### src/rtl/cordic_hyp_seq_ctrl_pkg.sv
// Shared definitions for the hyperbolic CORDIC control sequencer:
// FSM state encoding, adder operand-select codes, mode constants and the
// hyperbolic repeat-iteration indices.
package cordic_ctrl_pkg;

  typedef enum logic [4:0] {
    S_IDLE,
    S_INIT,
    S_LOAD,
    S_PREX_I, S_PREX_W,
    S_PREY_I, S_PREY_W,
    S_CAPT,
    S_SHFT,
    S_ITX_I,  S_ITX_W,
    S_ITY_I,  S_ITY_W,
    S_ITZ_I,  S_ITZ_W,
    S_POST_I, S_POST_W,
    S_DONE,
    S_ERR
  } state_t;

  // Adder operand-select codes
  localparam logic [2:0] OP_PRE_X = 3'd0;  // T + 1.0
  localparam logic [2:0] OP_PRE_Y = 3'd1;  // T - 1.0
  localparam logic [2:0] OP_IT_X  = 3'd2;  // Xprev +/- Yshift
  localparam logic [2:0] OP_IT_Y  = 3'd3;  // Yprev +/- Xshift
  localparam logic [2:0] OP_IT_Z  = 3'd4;  // Zprev -/+ atanh[i]
  localparam logic [2:0] OP_POST  = 3'd5;  // final add into result

  localparam logic MODE_LN  = 1'b0;
  localparam logic MODE_EXP = 1'b1;

  // Hyperbolic CORDIC needs iterations 4, 13, 40 executed twice to converge
  localparam int unsigned REP_A = 4;
  localparam int unsigned REP_B = 13;
  localparam int unsigned REP_C = 40;

  function automatic logic is_rep_idx(input int unsigned i);
    return (i == REP_A) || (i == REP_B) || (i == REP_C);
  endfunction

endpackage

### src/rtl/cordic_hyp_seq_ctrl_issuer.sv
// fp_add_issuer: issue/wait engine for the shared FP adder.
//   go        : high for the single ISSUE cycle of an add; forwarded as START_ADD
//   ACK_ADD   : adder result valid; only honoured while waiting
//   START_ADD : one-cycle adder start pulse
//   ack_hit   : ACK_ADD seen while waiting (the step's enable cycle)
//   tmo       : ACK_TMO wait cycles elapsed without ACK (never when ACK_TMO == 0)
module fp_add_issuer
  import cordic_ctrl_pkg::*;
#(
  parameter int ACK_TMO = 64,
  parameter int TMO_W   = 7
) (
  input  logic CLK,
  input  logic RST_LN,
  input  logic go,
  input  logic ACK_ADD,
  output logic START_ADD,
  output logic ack_hit,
  output logic tmo
);

  // Last permitted wait cycle index; tmo fires when it passes without an ACK
  localparam logic [TMO_W-1:0] TMO_LAST = (ACK_TMO == 0) ? '0 : TMO_W'(ACK_TMO - 1);

  logic             waiting;
  logic [TMO_W-1:0] cnt;

  assign START_ADD = go;
  assign ack_hit   = waiting & ACK_ADD;
  assign tmo       = (ACK_TMO != 0) && waiting && !ACK_ADD && (cnt == TMO_LAST);

  always_ff @(posedge CLK or posedge RST_LN) begin
    if (RST_LN) begin
      waiting <= 1'b0;
      cnt     <= '0;
    end else if (go) begin
      waiting <= 1'b1;
      cnt     <= '0;
    end else if (waiting) begin
      if (ack_hit || tmo) begin
        waiting <= 1'b0;
        cnt     <= '0;
      end else begin
        cnt <= cnt + 1'b1;
      end
    end
  end

endmodule

### src/rtl/cordic_hyp_seq_ctrl.sv
// cordic_hyp_seq_ctrl: control sequencer for the iterative hyperbolic CORDIC
// datapath around a shared FP add/subtract unit. LN runs in vectoring mode,
// EXP in rotation mode.
//   CLK, RST_LN       : clock, async active-high reset
//   START, MODE, CLR  : start (IDLE only), 0=LN/1=EXP, DONE/ERR -> IDLE
//   ACK_ADD           : adder result valid
//   D_SIGN_Y/Z        : datapath sign bits used for direction selection
//   RST_DP, LOAD_INIT : datapath clear / EXP initial load
//   SEL_OP, ADD_SUBT, START_ADD : adder operand select, op, start pulse
//   EN_X/Y/Z/PREV/SHIFT/RESULT  : register enables
//   ITER_IDX          : shift amount and atanh ROM address
//   BUSY, DONE, ERR   : status
module cordic_hyp_seq_ctrl
  import cordic_ctrl_pkg::*;
#(
  parameter int N_ITER    = 16,
  parameter int ITER_W    = 6,
  parameter int REPEAT_EN = 1,
  parameter int ACK_TMO   = 64,
  parameter int TMO_W     = 7
) (
  input  logic              CLK,
  input  logic              RST_LN,
  input  logic              START,
  input  logic              MODE,
  input  logic              CLR,
  input  logic              ACK_ADD,
  input  logic              D_SIGN_Y,
  input  logic              D_SIGN_Z,
  output logic              RST_DP,
  output logic              LOAD_INIT,
  output logic [2:0]        SEL_OP,
  output logic              ADD_SUBT,
  output logic              START_ADD,
  output logic              EN_X,
  output logic              EN_Y,
  output logic              EN_Z,
  output logic              EN_PREV,
  output logic              EN_SHIFT,
  output logic              EN_RESULT,
  output logic [ITER_W-1:0] ITER_IDX,
  output logic              BUSY,
  output logic              DONE,
  output logic              ERR
);

  state_t            state, nxt;
  logic [ITER_W-1:0] iter;
  logic              rep_flag;
  logic              dir;       // 1 = d is +1
  logic              mode_r;
  logic              go, ack_hit, tmo;
  logic              rep_now, last;

  fp_add_issuer #(
    .ACK_TMO(ACK_TMO),
    .TMO_W  (TMO_W)
  ) u_issuer (
    .CLK      (CLK),
    .RST_LN   (RST_LN),
    .go       (go),
    .ACK_ADD  (ACK_ADD),
    .START_ADD(START_ADD),
    .ack_hit  (ack_hit),
    .tmo      (tmo)
  );

  // Repeat the current index once more before moving on
  assign rep_now = (REPEAT_EN != 0) && !rep_flag && is_rep_idx(32'(iter));
  assign last    = (iter == ITER_W'(N_ITER));

  always_ff @(posedge CLK or posedge RST_LN) begin
    if (RST_LN) state <= S_IDLE;
    else        state <= nxt;
  end

  always_ff @(posedge CLK or posedge RST_LN) begin
    if (RST_LN) begin
      iter     <= '0;
      rep_flag <= 1'b0;
      dir      <= 1'b0;
      mode_r   <= 1'b0;
    end else begin
      if (state == S_IDLE && START) begin
        iter     <= ITER_W'(1);
        rep_flag <= 1'b0;
        mode_r   <= MODE;
      end
      if (state == S_CAPT)
        dir <= (mode_r == MODE_EXP) ? ~D_SIGN_Z : D_SIGN_Y;
      // Iteration bookkeeping happens on the IT_Z acknowledge (no separate NEXT cycle)
      if (state == S_ITZ_W && ack_hit) begin
        if (rep_now) begin
          rep_flag <= 1'b1;
        end else if (!last) begin
          iter     <= iter + 1'b1;
          rep_flag <= 1'b0;
        end
      end
    end
  end

  always_comb begin
    nxt       = state;
    go        = 1'b0;
    RST_DP    = 1'b0;
    LOAD_INIT = 1'b0;
    SEL_OP    = 3'd0;
    ADD_SUBT  = 1'b0;
    EN_X      = 1'b0;
    EN_Y      = 1'b0;
    EN_Z      = 1'b0;
    EN_PREV   = 1'b0;
    EN_SHIFT  = 1'b0;
    EN_RESULT = 1'b0;
    DONE      = 1'b0;
    ERR       = 1'b0;
    case (state)
      S_IDLE:   if (START) nxt = S_INIT;
      S_INIT: begin
        RST_DP = 1'b1;
        nxt    = (mode_r == MODE_EXP) ? S_LOAD : S_PREX_I;
      end
      S_LOAD: begin
        LOAD_INIT = 1'b1;
        EN_X      = 1'b1;
        EN_Y      = 1'b1;
        EN_Z      = 1'b1;
        nxt       = S_CAPT;
      end
      S_PREX_I: begin SEL_OP = OP_PRE_X; go = 1'b1; nxt = S_PREX_W; end
      S_PREX_W: begin
        SEL_OP = OP_PRE_X;
        EN_X   = ack_hit;
        if (ack_hit) nxt = S_PREY_I;
      end
      S_PREY_I: begin SEL_OP = OP_PRE_Y; ADD_SUBT = 1'b1; go = 1'b1; nxt = S_PREY_W; end
      S_PREY_W: begin
        SEL_OP   = OP_PRE_Y;
        ADD_SUBT = 1'b1;
        EN_Y     = ack_hit;
        if (ack_hit) nxt = S_CAPT;
      end
      S_CAPT:   begin EN_PREV = 1'b1; nxt = S_SHFT; end
      S_SHFT:   begin EN_SHIFT = 1'b1; nxt = S_ITX_I; end
      S_ITX_I:  begin SEL_OP = OP_IT_X; ADD_SUBT = ~dir; go = 1'b1; nxt = S_ITX_W; end
      S_ITX_W: begin
        SEL_OP   = OP_IT_X;
        ADD_SUBT = ~dir;
        EN_X     = ack_hit;
        if (ack_hit) nxt = S_ITY_I;
      end
      S_ITY_I:  begin SEL_OP = OP_IT_Y; ADD_SUBT = ~dir; go = 1'b1; nxt = S_ITY_W; end
      S_ITY_W: begin
        SEL_OP   = OP_IT_Y;
        ADD_SUBT = ~dir;
        EN_Y     = ack_hit;
        if (ack_hit) nxt = S_ITZ_I;
      end
      S_ITZ_I:  begin SEL_OP = OP_IT_Z; ADD_SUBT = dir; go = 1'b1; nxt = S_ITZ_W; end
      S_ITZ_W: begin
        SEL_OP   = OP_IT_Z;
        ADD_SUBT = dir;
        EN_Z     = ack_hit;
        if (ack_hit) nxt = (rep_now || !last) ? S_CAPT : S_POST_I;
      end
      S_POST_I: begin SEL_OP = OP_POST; go = 1'b1; nxt = S_POST_W; end
      S_POST_W: begin
        SEL_OP    = OP_POST;
        EN_RESULT = ack_hit;
        if (ack_hit) nxt = S_DONE;
      end
      S_DONE: begin
        DONE = 1'b1;
        if (CLR) nxt = S_IDLE;
      end
      S_ERR: begin
        DONE = 1'b1;
        ERR  = 1'b1;
        if (CLR) nxt = S_IDLE;
      end
      default:  nxt = S_IDLE;
    endcase
    // tmo is only ever raised while an add is waiting
    if (tmo) nxt = S_ERR;
    BUSY     = !(state inside {S_IDLE, S_DONE, S_ERR});
    ITER_IDX = BUSY ? iter : '0;
  end

endmodule

### config.mk
export PLATFORM = sky130hd
export DESIGN_NAME = cordic_hyp_seq_ctrl
export DESIGN_NICKNAME = d
export VERILOG_FILES = /design/src/rtl/cordic_hyp_seq_ctrl_pkg.sv /design/src/rtl/cordic_hyp_seq_ctrl_issuer.sv /design/src/rtl/cordic_hyp_seq_ctrl.sv
export SDC_FILE = /design/constraint.sdc
export NUM_CORES = 1
export LEC_CHECK = 0
export ABC_CLOCK_PERIOD_IN_PS = 2700
export BUFFER_PORTS_ARGS = -buffer_cell sky130_fd_sc_hd__buf_2
export CORE_ASPECT_RATIO = 0.6
export CORE_MARGIN = 3
export CORE_UTILIZATION = 43
export CTS_BUF_LIST = sky130_fd_sc_hd__clkbuf_4 sky130_fd_sc_hd__clkbuf_8 sky130_fd_sc_hd__clkbuf_16
export DETAILED_ROUTE_END_ITERATION = 10
export GPL_ROUTABILITY_DRIVEN = 0
export PLACE_DENSITY = 0.68
export SYNTH_ARGS = -nofsm -noshare
export SYNTH_HDL_FRONTEND = slang
export SYNTH_SLANG_ARGS = --single-unit
### constraint.sdc
create_clock -name CLK -period 2.7 [get_ports CLK]
set_input_delay 0.54 -clock CLK [delete_from_list [all_inputs] [get_ports CLK]]
set_output_delay 0.54 -clock CLK [all_outputs]
set_load 0.1 [all_outputs]
Yosys cells after proc, flatten, opt, wreduce, memory -nomap -nowiden
Cells that the tools add are included.
{ "op_classes": {"addsub": 2, "muxes": 41, "reduce_logical": 27, "eq_ne": 31, "bitwise_logic": 3} }
{ "ops": {"columns": ["cell", "count"], "rows": [
  ["$pmux W5 S18", 1],
  ["$mux W5", 9],
  ["$eq A5 B4 Y1 const B", 8],
  ["$mux W6", 5],
  ["$mux W7", 3],
  ["$ne A3 B2 Y1 const B", 7],
  ["$eq A5 B3 Y1 const B", 4],
  ["$mux W1", 17],
  ["$reduce_or A2 Y1", 8],
  ["$eq A5 B5 Y1 const B", 3],
  ["$pmux W3 S5", 1],
  ["$eq A5 B2 Y1 const B", 2],
  ["$reduce_and A8 Y1", 1],
  ["$add A7 B1 Y7 const B", 1],
  ["$eq A7 B6 Y1 const B", 1],
  ["$add A6 B1 Y6 const B", 1],
  ["$eq A6 B3 Y1 const B", 1],
  ["$eq A6 B4 Y1 const B", 1],
  ["$eq A6 B5 Y1 const B", 1],
  ["$eq A6 B6 Y1 const B", 1],
  ["$pmux W1 S2", 3],
  ["$reduce_or A6 Y1", 1],
  ["$eq A5 B1 Y1 const B", 1],
  ["$logic_and A1 B1 Y1", 5],
  ["11 further kinds", 18]
]} }
{ "totals": {"in_bits": 8, "output_inout_bits": 22, "ff_bits": 22} }

Logic depth before layout (Yosys ltp)
Gate-level depths: netlist (run 1).
{ "logic_depth": {"word_depth": 9, "depth_mapped": 8, "ltp_nobuf": 7} }

Cells and area by module
Synthesis (run 1) repeated with hierarchy kept, for this count alone.
{ "unflattened": {"cells_unflattened": 213, "area_unflattened_um2": 1700.4} }
{ "by_module_without_submodules": {"columns": ["module", "cells_per_inst", "n_inst", "area_per_inst_um2", "seq_area_each_um2"], "rows": [
  ["cordic_hyp_seq_ctrl", 165, 1, 1258.7, 350.3],
  ["fp_add_issuer", 48, 1, 441.7, 200.2]
]} }

Least setup slack after synthesis (run 1)
Ideal clock, no wire load.
{ "synth_path": {"path_type": "reg2out", "start": "register state[1]", "end": "output EN_Y", "setup_slack_ps": -1176, "arrival_time_ps": 3336, "path_stages_with_launch": 6, "n_path_buf": 2, "path_cell_list": "dfrtp_1 -> clkbuf_1 -> clkbuf_1 -> mux2i_1 -> a21boi_0 -> nor3_1"} }
{ "synth_via": {"elab_chain_len": 3, "word_cells_on_any_way": 5, "classes_between": "3 x eq/ne; 1 x mux; 1 x reduce/logical"} }
{ "synth_rtl": {"columns": ["item", "line", "source"], "rows": [
  ["start: declaration", "cordic_hyp_seq_ctrl.sv:47", "state_t state, nxt;"],
  ["start signal: assignment", "cordic_hyp_seq_ctrl.sv:74", "else state <= nxt;"],
  ["$eq A5 B4 Y1 or $eq A5 B3 Y1 (tied branches)", "cordic_hyp_seq_ctrl.sv:118", "case (state)"],
  ["$reduce_or A2 Y1 (no source line)", null, null],
  ["$pmux W1 S2 (*)", "cordic_hyp_seq_ctrl.sv:118", null],
  ["end: declaration", "cordic_hyp_seq_ctrl.sv:36", "output logic EN_Y,"]
]} }
Mark *: on every way between the ends. The rest lies on a longest branch, timed or not.

Final worst setup path (run 1)
{ "layout_path": {"start": "register state[1]", "end": "output EN_SHIFT"} }
{ "layout_via": {"elab_chain_len": 2} }
{ "layout_rtl": {"columns": ["item", "line", "source"], "rows": [
  ["$eq A5 B4 Y1", "cordic_hyp_seq_ctrl.sv:118", null],
  ["$mux W1", "cordic_hyp_seq_ctrl.sv:118", null],
  ["end: declaration", "cordic_hyp_seq_ctrl.sv:39", "output logic EN_SHIFT,"]
]} }
Every way passes these cells.

==> out/results.ini, run 1 <==
[outcome]
status = complete, no violations

[drt]
wl_per_cell_um = 16.1
postRouteAntennaNets = 0
drc_errors = 0
drt_iter0_markers = 195
dr.pass1.iters = 4
drt-total-wl_mm = 4.66
vias = 1756
via_per_inst = 6.06

[setup_path]
crit_path_start = state[1]$_DFFE_PP0P_
cp_cell_sequence = buf_4 > or3_1 > nor3b_4 > buf_2
critPathSlowestCell = dfrtp_1
arrival_ns = 2.06
worstSetupEndpointType = primary output
reg2reg_from = state[1]$_DFFE_PP0P_
slowest_delay_ns = 0.50
worstSetupStartpointType = flop
critPathKind = reg2out
critPathMaxFanout = 16
worstPathRequired_ns = 2.16

[clocking]
holdBufCountCts = 0
clk_latency_ns = 0.26
path_clk_slew_ns = 0.08
postCtsSetupBuffers = 0
cts_resized = 0
cts_made_buffers = 3
htree_num_levels = 1
clock-sinks = 22
cts_root_buf = clkbuf_8
cts_tree = built
cts_max_path_buffers = 2

[logic_synthesis]
seq_area_frac_synth = 0.317
postSynthAreaPerCell_sq_um = 7.97
synth_area_sq_um = 1740
ys_warn_count = 0
synth_ff_type = dfrtp_1
synth_async_sr_flop_share = 1.00
synth_edf_count = 0
syn-instance-count = 218
synth-seq-cells = 22
yosysUniqueCellTypes = 51
syn_nets = 230

[die]
dieArea_sq_um = 4870
fp.dieH_um = 55.2
die_w_um = 88.1
rows = 17
initial_utilization = 0.462
core-area_sq_um = 3760
ios = 30

[cells_and_area]
fin_nets = 257
drive_gt1_frac = 0.251
synthToLayoutAreaGrowth_pct = 25.5
fin_util = 0.579
antenna_cells = 0

[global_route]
grt_overflow = 0
grt_max_degree = 23
grt_pass1_wl_mm = 7.93
grt_usage = 0.203
antenna_found_initial = 0
grt_pass1_vias = 1583

[sta]
hold_violations = 0
layout_min_cycle_time_ns = 2.60
drv_slew = 0
fin_crit_sh = 0.963
rsz0062_at_grt = no
fin_skew_ns = 0.00181
setup_viol = 0
fin_hold_ws_ns = 0.450
max-slew-margin-rel = 0.408
worst_pin_slew_ns = 0.888
fmax_mhz = 385

[run]
max_cap_violations = 0

[min_path]
hold_class = in2async

[placed_design]
hpwl_mm = 3.51
portBuffers = 29

==> state kept, by name, summed over array words and instances, names as in the netlist <==
| signal | cells |
|---|---|
| mode_r | 1 |
| state | 5 |
| u_issuer.cnt | 7 |
| iter | 6 |
| rep_flag | 1 |
| u_issuer.waiting | 1 |
| dir | 1 |
==> kinds of logic after synthesis <==
logic type | after synthesis | share of synthesized area
XOR/XNOR | 4 | 0.0202
AND/OR/NAND/NOR | 97 | 0.308
multiplexers | 4 | 0.0230
adder cells (fa/ha/maj) | 4 | 0.0288
buffers and inverters | 24 | 0.0590
flip-flops | 22 | 0.317
AO/OA/AOI/OAI | 63 | 0.244
==> layout by cell type, fill, tap and decap left out, drive strengths merged, types with 6 or more instances in the layout <==
cell type / netlist / layout
buf: 8 / 39
nand2: 23 / 23
dfrtp: 22 / 22
nor2: 15 / 15
o21ai: 13 / 13
a21oi: 13 / 13
nand2b: 9 / 9
nand3: 8 / 8
inv: 7 / 7
nor3: 7 / 7
and3: 6 / 6
o31ai: 6 / 6
==> critical path, delay by kind of cell, from the launching register on <==
| kind | cells | cell delay (ns) |
|---|---|---|
| buffers and inverters | 2 | 0.70 |
| flip-flops | 1 | 0.50 |
| AND/OR/NAND/NOR | 2 | 0.59 |
==> through the flow <==
step           instances  setup WS [ns]  area (sq um)  TNS [ns]
2_1_floorplan        218         -0.379          1800     -2.62
5_1_grt              290         0.0201          2180         0
6_report             290         0.0993          2180         0
4_1_cts              290         0.0290          2180         0
3_3_place_gp         287          0.378          2140         0
3_5_place_dp         287          0.341          2140         0
==> worst paths after layout <==
check,endpoint,slack (ns),cells past startpoint
max,EN_SHIFT,0.1,4
min,u_issuer.waiting$_DFF_PP0_,0.45,2
max reg2reg,state[0]$_DFFE_PP0P_,0.43,6
min reg2reg,u_issuer.cnt[6]$_DFFE_PP0P_,0.49,1
max in group asynchronous,state[0]$_DFFE_PP0P_,1.65,2
min in group CLK,mode_r$_DFFE_PP0P_,0.47,3
==> layer usage <==
metal | part of all wire | global-route usage
met1 | 0.52 | 0.345
met2 | 0.39 | 0.252
met3 | 0.085 | 0.0551
met4 | 0.0073 | 0.0302
met5 | 0 | 0
==> layout make-up <==
type | instances | area, sq um
clock buffers | 3 | 41.3
inverters | 7 | 26.3
well taps | 47 | 58.8
fillers | 332 | 1580
flip-flops and latches | 22 | 552
repair buffers | 39 | 355
multi-input cells | 172 | 1150
==> synth_stat cells (3+ instances only) <==
cell type   n  area share
a21o_1      5       0.022
a21oi_1    13       0.037
a31oi_1     3       0.011
and2_1      4       0.014
and3_1      6       0.022
buf_2       4       0.012
clkbuf_1    9       0.019
dfrtp_1    22        0.32
ha_1        4       0.029
inv_1       7       0.015
mux2i_1     4       0.023
nand2_1    23       0.050
nand2b_1    8       0.029
nand3_1     8       0.023
nand3b_1    4       0.017
nor2_1     15       0.032
nor2b_1     5       0.018
nor3_1      6       0.017
nor3b_1     5       0.022
o21ai_0    13       0.037
o31ai_1     6       0.026
Power of run 1 is left out: the tool's default activity adds up to more than one toggle a clock period on the data nets, which glitch-free logic cannot reach.
==> inputs of run 2 (changes only) <==
Settings changed: SYNTH_HIERARCHICAL from default to 1.
==> run 2 against run 1 <==
Utilization down 2.5 points. Sequential share of layout area grew 1.3 points. Wire length shrank 14%. Hold slack got worse by 0.23 ns. Critical endpoint is now ADD_SUBT. Largest cell class unchanged.
==> out/results.ini, run 2 <==
[outcome]
status = complete, no violations

[clocking]
postCtsSetupBuffers = 0
htree_num_levels = 1
cts_root_buf = clkbuf_8
clock-sinks = 22
path_clk_slew_ns = 0.08
cts_max_path_buffers = 2
cts_tree = built
clk_latency_ns = 0.26
cts_made_buffers = 3

[cells_and_area]
largest_reg_flops = 7
final_area_sq_um = 2080
synthToLayoutAreaGrowth_pct = 22.1
final_common_cell = buf_2
drive_gt1_frac = 0.257
antenna_cells = 0
reg_top3 = u_issuer/cnt (7), iter (6), state (5)
fin_nets = 254
most-common-layout-cells = buf_2 (26), nor2_1 (25), dfrtp_1 (21), nand3_1 (12)
regMostFlops = u_issuer/cnt
stdcell_count = 288

[die]
initial_utilization = 0.454
fp.dieH_um = 54.7
ios = 30
die_w_um = 87.2
dieArea_sq_um = 4770
core-area_sq_um = 3740
rows = 17

[setup_path]
worstPathRequired_ns = 2.16
worstSetupStartpointType = flop
worstSetupEndpointType = primary output
critPathKind = reg2out
arrival_ns = 2.04
slowest_delay_ns = 0.57
critPathMaxFanout = 11
cp_cell_sequence = or2_2 > mux2i_1 > a21oi_1 > nor2_2 > buf_2
critPathSlowestCell = dfrtp_1

[logic_synthesis]
synth_async_sr_flop_share = 1.00
synth_top_area_frac = 0.324
syn-instance-count = 213
ys_warn_count = 6
seq_area_frac_synth = 0.324
yosysUniqueCellTypes = 50
syn_nets = 225
synth_common_cells = nor2_1 (27), dfrtp_1 (22), nand3_1 (12), nor3_1 (12)
synth_area_sq_um = 1700
synth_top_cell_by_area = dfrtp_1
yosys-top-cells-area = dfrtp_1 (32%), nor2_1 (6.0%), mux2i_1 (5.3%)
synth-seq-cells = 22
synth_ff_type = dfrtp_1
synth_most_common_cell = nor2_1
postSynthAreaPerCell_sq_um = 7.98
synth_edf_count = 0

[global_route]
grt_pass1_vias = 1322
grt_pass1_wl_mm = 6.53
grt_usage = 0.177
antenna_found_initial = 0
grt_max_degree = 15
grt_overflow = 0

[sta]
fin_crit_sh = 0.956
fmax_mhz = 387
drv_slew = 0
worst_pin_slew_ns = 0.740
fin_skew_ns = 0.00328
setup_viol = 0
rsz0062_at_grt = no
max-slew-margin-rel = 0.503
layout_min_cycle_time_ns = 2.58
hold_violations = 0

[drt]
drt-total-wl_mm = 4.01
drt_iter0_markers = 123
wl_per_cell_um = 13.9
drc_errors = 0
dr.pass1.iters = 4
via_per_inst = 5.64
postRouteAntennaNets = 0
vias = 1625

[placed_design]
placed_cell_area_sq_um = 2020
hpwl_mm = 3.10
dp_cells = 284
portBuffers = 29

[min_path]
hold_class = in2async

[run]
max_cap_violations = 0

-- run 2: cell types whose count changed after synthesis, moves of 5 or more --
cell and change:
mux2i_1 +5, nand2_1 -12, nor3_1 +6, nor2_1 +12, a21o_1 -5, o21ai_0 -8
-- run 2: path summary, 6_finish.rpt --
| check | startpoint | endpoint | slack [ns] | depth (start not counted) |
|---|---|---|---|---|
| worst min register to register | u_issuer/cnt[6]$_DFFE_PP0P_ | u_issuer/cnt[6]$_DFFE_PP0P_ | 0.52 | 2 |
| worst max-delay path | state[0]$_DFFE_PP0P_ | ADD_SUBT | 0.12 | 5 |
| worst max register to register | state[3]$_DFFE_PP0P_ | state[4]$_DFFE_PP0P_ | 0.70 | 4 |
| min in group CLK | MODE | mode_r$_DFFE_PP0P_ | 0.52 | 2 |
| worst min-delay path | RST_LN | u_issuer/cnt[6]$_DFFE_PP0P_ | 0.22 | 2 |
| max in group asynchronous | RST_LN | state[1]$_DFFE_PP0P_ | 1.98 | 2 |
-- run 2: area by class of cell --
type | count | area [sq um]
clock buffers | 4 | 55.1
fillers | 363 | 1670
inverters | 11 | 41.3
multi-input cells | 164 | 1100
flip-flops and latches | 22 | 552
well taps | 47 | 58.8
repair buffers | 40 | 273
-- run 2: per-layer routing --
metal  track usage  vias up  wire length [um]
met5             0        -                 0
met4        0.0434        0                 0
met3        0.0361        0               200
met2         0.230       39              1580
met1         0.288      768              2230
li1              -      818                 -
-- run 2: metrics by stage --
step | worst slack (ns) | hold WS (ns) | utilization | TNS [ns]
final | 0.119 | 0.217 | 0.554 | 0
after global routing | 0.0213 | 0.250 | 0.554 | 0
after CTS | 0.129 | 0.227 | 0.554 | 0
after detailed placement | 0.375 | 0.514 | 0.539 | 0
after global placement | 0.396 | 0.513 | 0.539 | 0
after floorplan | -0.211 | 0.356 | - | -1.01
-- run 2: cells by family (layout without fill, tap and decap cells) --
logic type | count (synthesis) | in the layout | share of synthesized area
AOI/OAI and AO/OA | 43 | 43 | 0.176
xor gates and xnor gates | 3 | 3 | 0.0155
adders and majority gates | 4 | 4 | 0.0294
buffers and inverters | 27 | 55 | 0.0677
DFF | 22 | 22 | 0.324
muxes | 11 | 11 | 0.0662
and+or+nand+nor | 103 | 103 | 0.322
-- run 2: critical path: cells and delay by family, from the launching register on --
family,cells,cell delay (ns)
flops,1,0.57
compound gates,1,0.09
simple gates,2,0.53
buf+inv,1,0.42
mux,1,0.16
-- run 2: timing repair --
| action | CTS | global route |
|---|---|---|
| setup endpoints to repair | 0 | 1 |
| endpoints found under the hold margin | 0 | 0 |
| hold buffers | 0 | 0 |
| resized for setup | 0 | 1 |
Power of run 2 is left out for the same reason.
==> inputs of run 3 (changes only) <==
Settings changed: CORE_ASPECT_RATIO 0.6 to 0.75.
==> run 3 against run 2 <==
Setup slack got worse by 0.0057 ns. Sequential cell count unchanged. Wire length is 0.95% lower. Critical path type unchanged. Critical endpoint is now ERR.
==> out/results.ini, run 3 (synthesis gave the netlist of run 2 again) <==
[outcome]
status = complete, no violations

[drt]
drc_errors = 0
drt_iter0_markers = 90
drt-total-wl_mm = 3.97
wl_per_cell_um = 13.7
dr.pass1.iters = 4
postRouteAntennaNets = 0
via_per_inst = 5.50
vias = 1590

[cells_and_area]
drive_gt1_frac = 0.245
n_fill_cell = 378
synthToLayoutAreaGrowth_pct = 20.3
fin_nets = 251
reg_top3 = u_issuer/cnt (7), iter (6), state (5)
most-common-layout-cells = buf_2 (26), nor2_1 (25), dfrtp_1 (21), nand3_1 (12)
largest_reg_flops = 7
final_common_cell = buf_2
fin_util = 0.548
antenna_cells = 0
regMostFlops = u_issuer/cnt

[setup_path]
arrival_ns = 2.05
slowest_delay_ns = 0.60
worstSetupEndpointType = primary output
cp_cell_sequence = or3b_1 > nor3_4 > buf_2
worstSetupStartpointType = flop
critPathKind = reg2out
ff2ff_path_depth = 4
critPathMaxFanout = 17
critPathSlowestCell = dfrtp_1
worstPathRequired_ns = 2.16

[clocking]
htree_num_levels = 1
cts_root_buf = clkbuf_8
holdBufCountCts = 0
cts_tree = built
clk_latency_ns = 0.26
clock-sinks = 22
cts_max_path_buffers = 2
path_clk_slew_ns = 0.08
cts_made_buffers = 3

[sta]
drv_slew = 0
max-slew-margin-rel = 0.525
hold_violations = 0
layout_min_cycle_time_ns = 2.59
fin_skew_ns = 0.00190
fin_crit_sh = 0.958
setup_viol = 0
fmax_mhz = 387
fin_hold_ws_ns = 0.233
worst_slack_ns = 0.113
worst_pin_slew_ns = 0.708
rsz0062_at_grt = no

[global_route]
antenna_found_initial = 0
grt_max_degree = 18
grt_overflow = 0
grt_pass1_wl_mm = 6.49
grt_pass1_vias = 1335
grt_util_met1 = 0.264
use_met3 = 0.0371
use_met2 = 0.254
grt_usage = 0.171
gr-max-usage-layer = met1

[die]
die_w_um = 78.6
rows = 19
core-area_sq_um = 3730
fp.dieH_um = 60.5
initial_utilization = 0.456
dieArea_sq_um = 4750
ios = 30

[run]
max_cap_violations = 0

[placed_design]
hpwl_mm = 3.05
portBuffers = 29
pre_cts_slack_ns = 0.367

[min_path]
hold_class = in2async

==> run 3: changes by cell type in the layout (fill, tap and decap cells not counted), sizes merged <==
| cell | previous run | this run |
|---|---|---|
| buf | 40 | 37 |
| clkbuf | 4 | 3 |
==> run 3: through the flow <==
stage	area, sq um	TNS [ns]	cells
finish	2050	0	289
global route	2050	0	289
CTS	2040	0	289
detailed placement	2000	0	286
global placement	2000	0	286
floorplan	1760	-1.01	213
==> run 3: what timing repair did <==
item	CTS	global route
endpoints found under the setup margin	0	1
gates resized for setup	0	1
buffers inserted	0	0
==> run 3: cell type report <==
type                       instances  area (sq um)  area share
tap                               52          65.1      0.0318
timing repair buffer              37           250       0.122
clock buffer                       3          41.3      0.0202
sequential                        22           552       0.270
multi-input combinational        164          1100       0.536
inverter                          11          41.3      0.0202
==> run 3: worst max-delay path, delay by kind of cell (launching register included) <==
kind / cells / cell delay, ns
simple gates: 2 / 0.75
flops: 1 / 0.60
buf+inv: 1 / 0.44
==> run 3: worst paths after layout <==
| path | from | to | slack, ns |
|---|---|---|---|
| worst max-delay path | state[2]$_DFFE_PP0P_ | ERR | 0.11 |
| min in group CLK | MODE | mode_r$_DFFE_PP0P_ | 0.51 |
| max in group asynchronous | RST_LN | state[3]$_DFFE_PP0P_ | 1.95 |
| worst min register to register | u_issuer/cnt[6]$_DFFE_PP0P_ | u_issuer/cnt[6]$_DFFE_PP0P_ | 0.53 |
| worst min-delay path | RST_LN | u_issuer/cnt[1]$_DFFE_PP0P_ | 0.23 |
| worst max register to register | state[2]$_DFFE_PP0P_ | state[4]$_DFFE_PP0P_ | 0.60 |
==> run 3: layer usage <==
layer	share of wire	wire, um
met1	0.51	2040
met3	0.064	255
met2	0.42	1680
met4	0	0
met5	0	0
Power of run 3 is left out for the same reason.
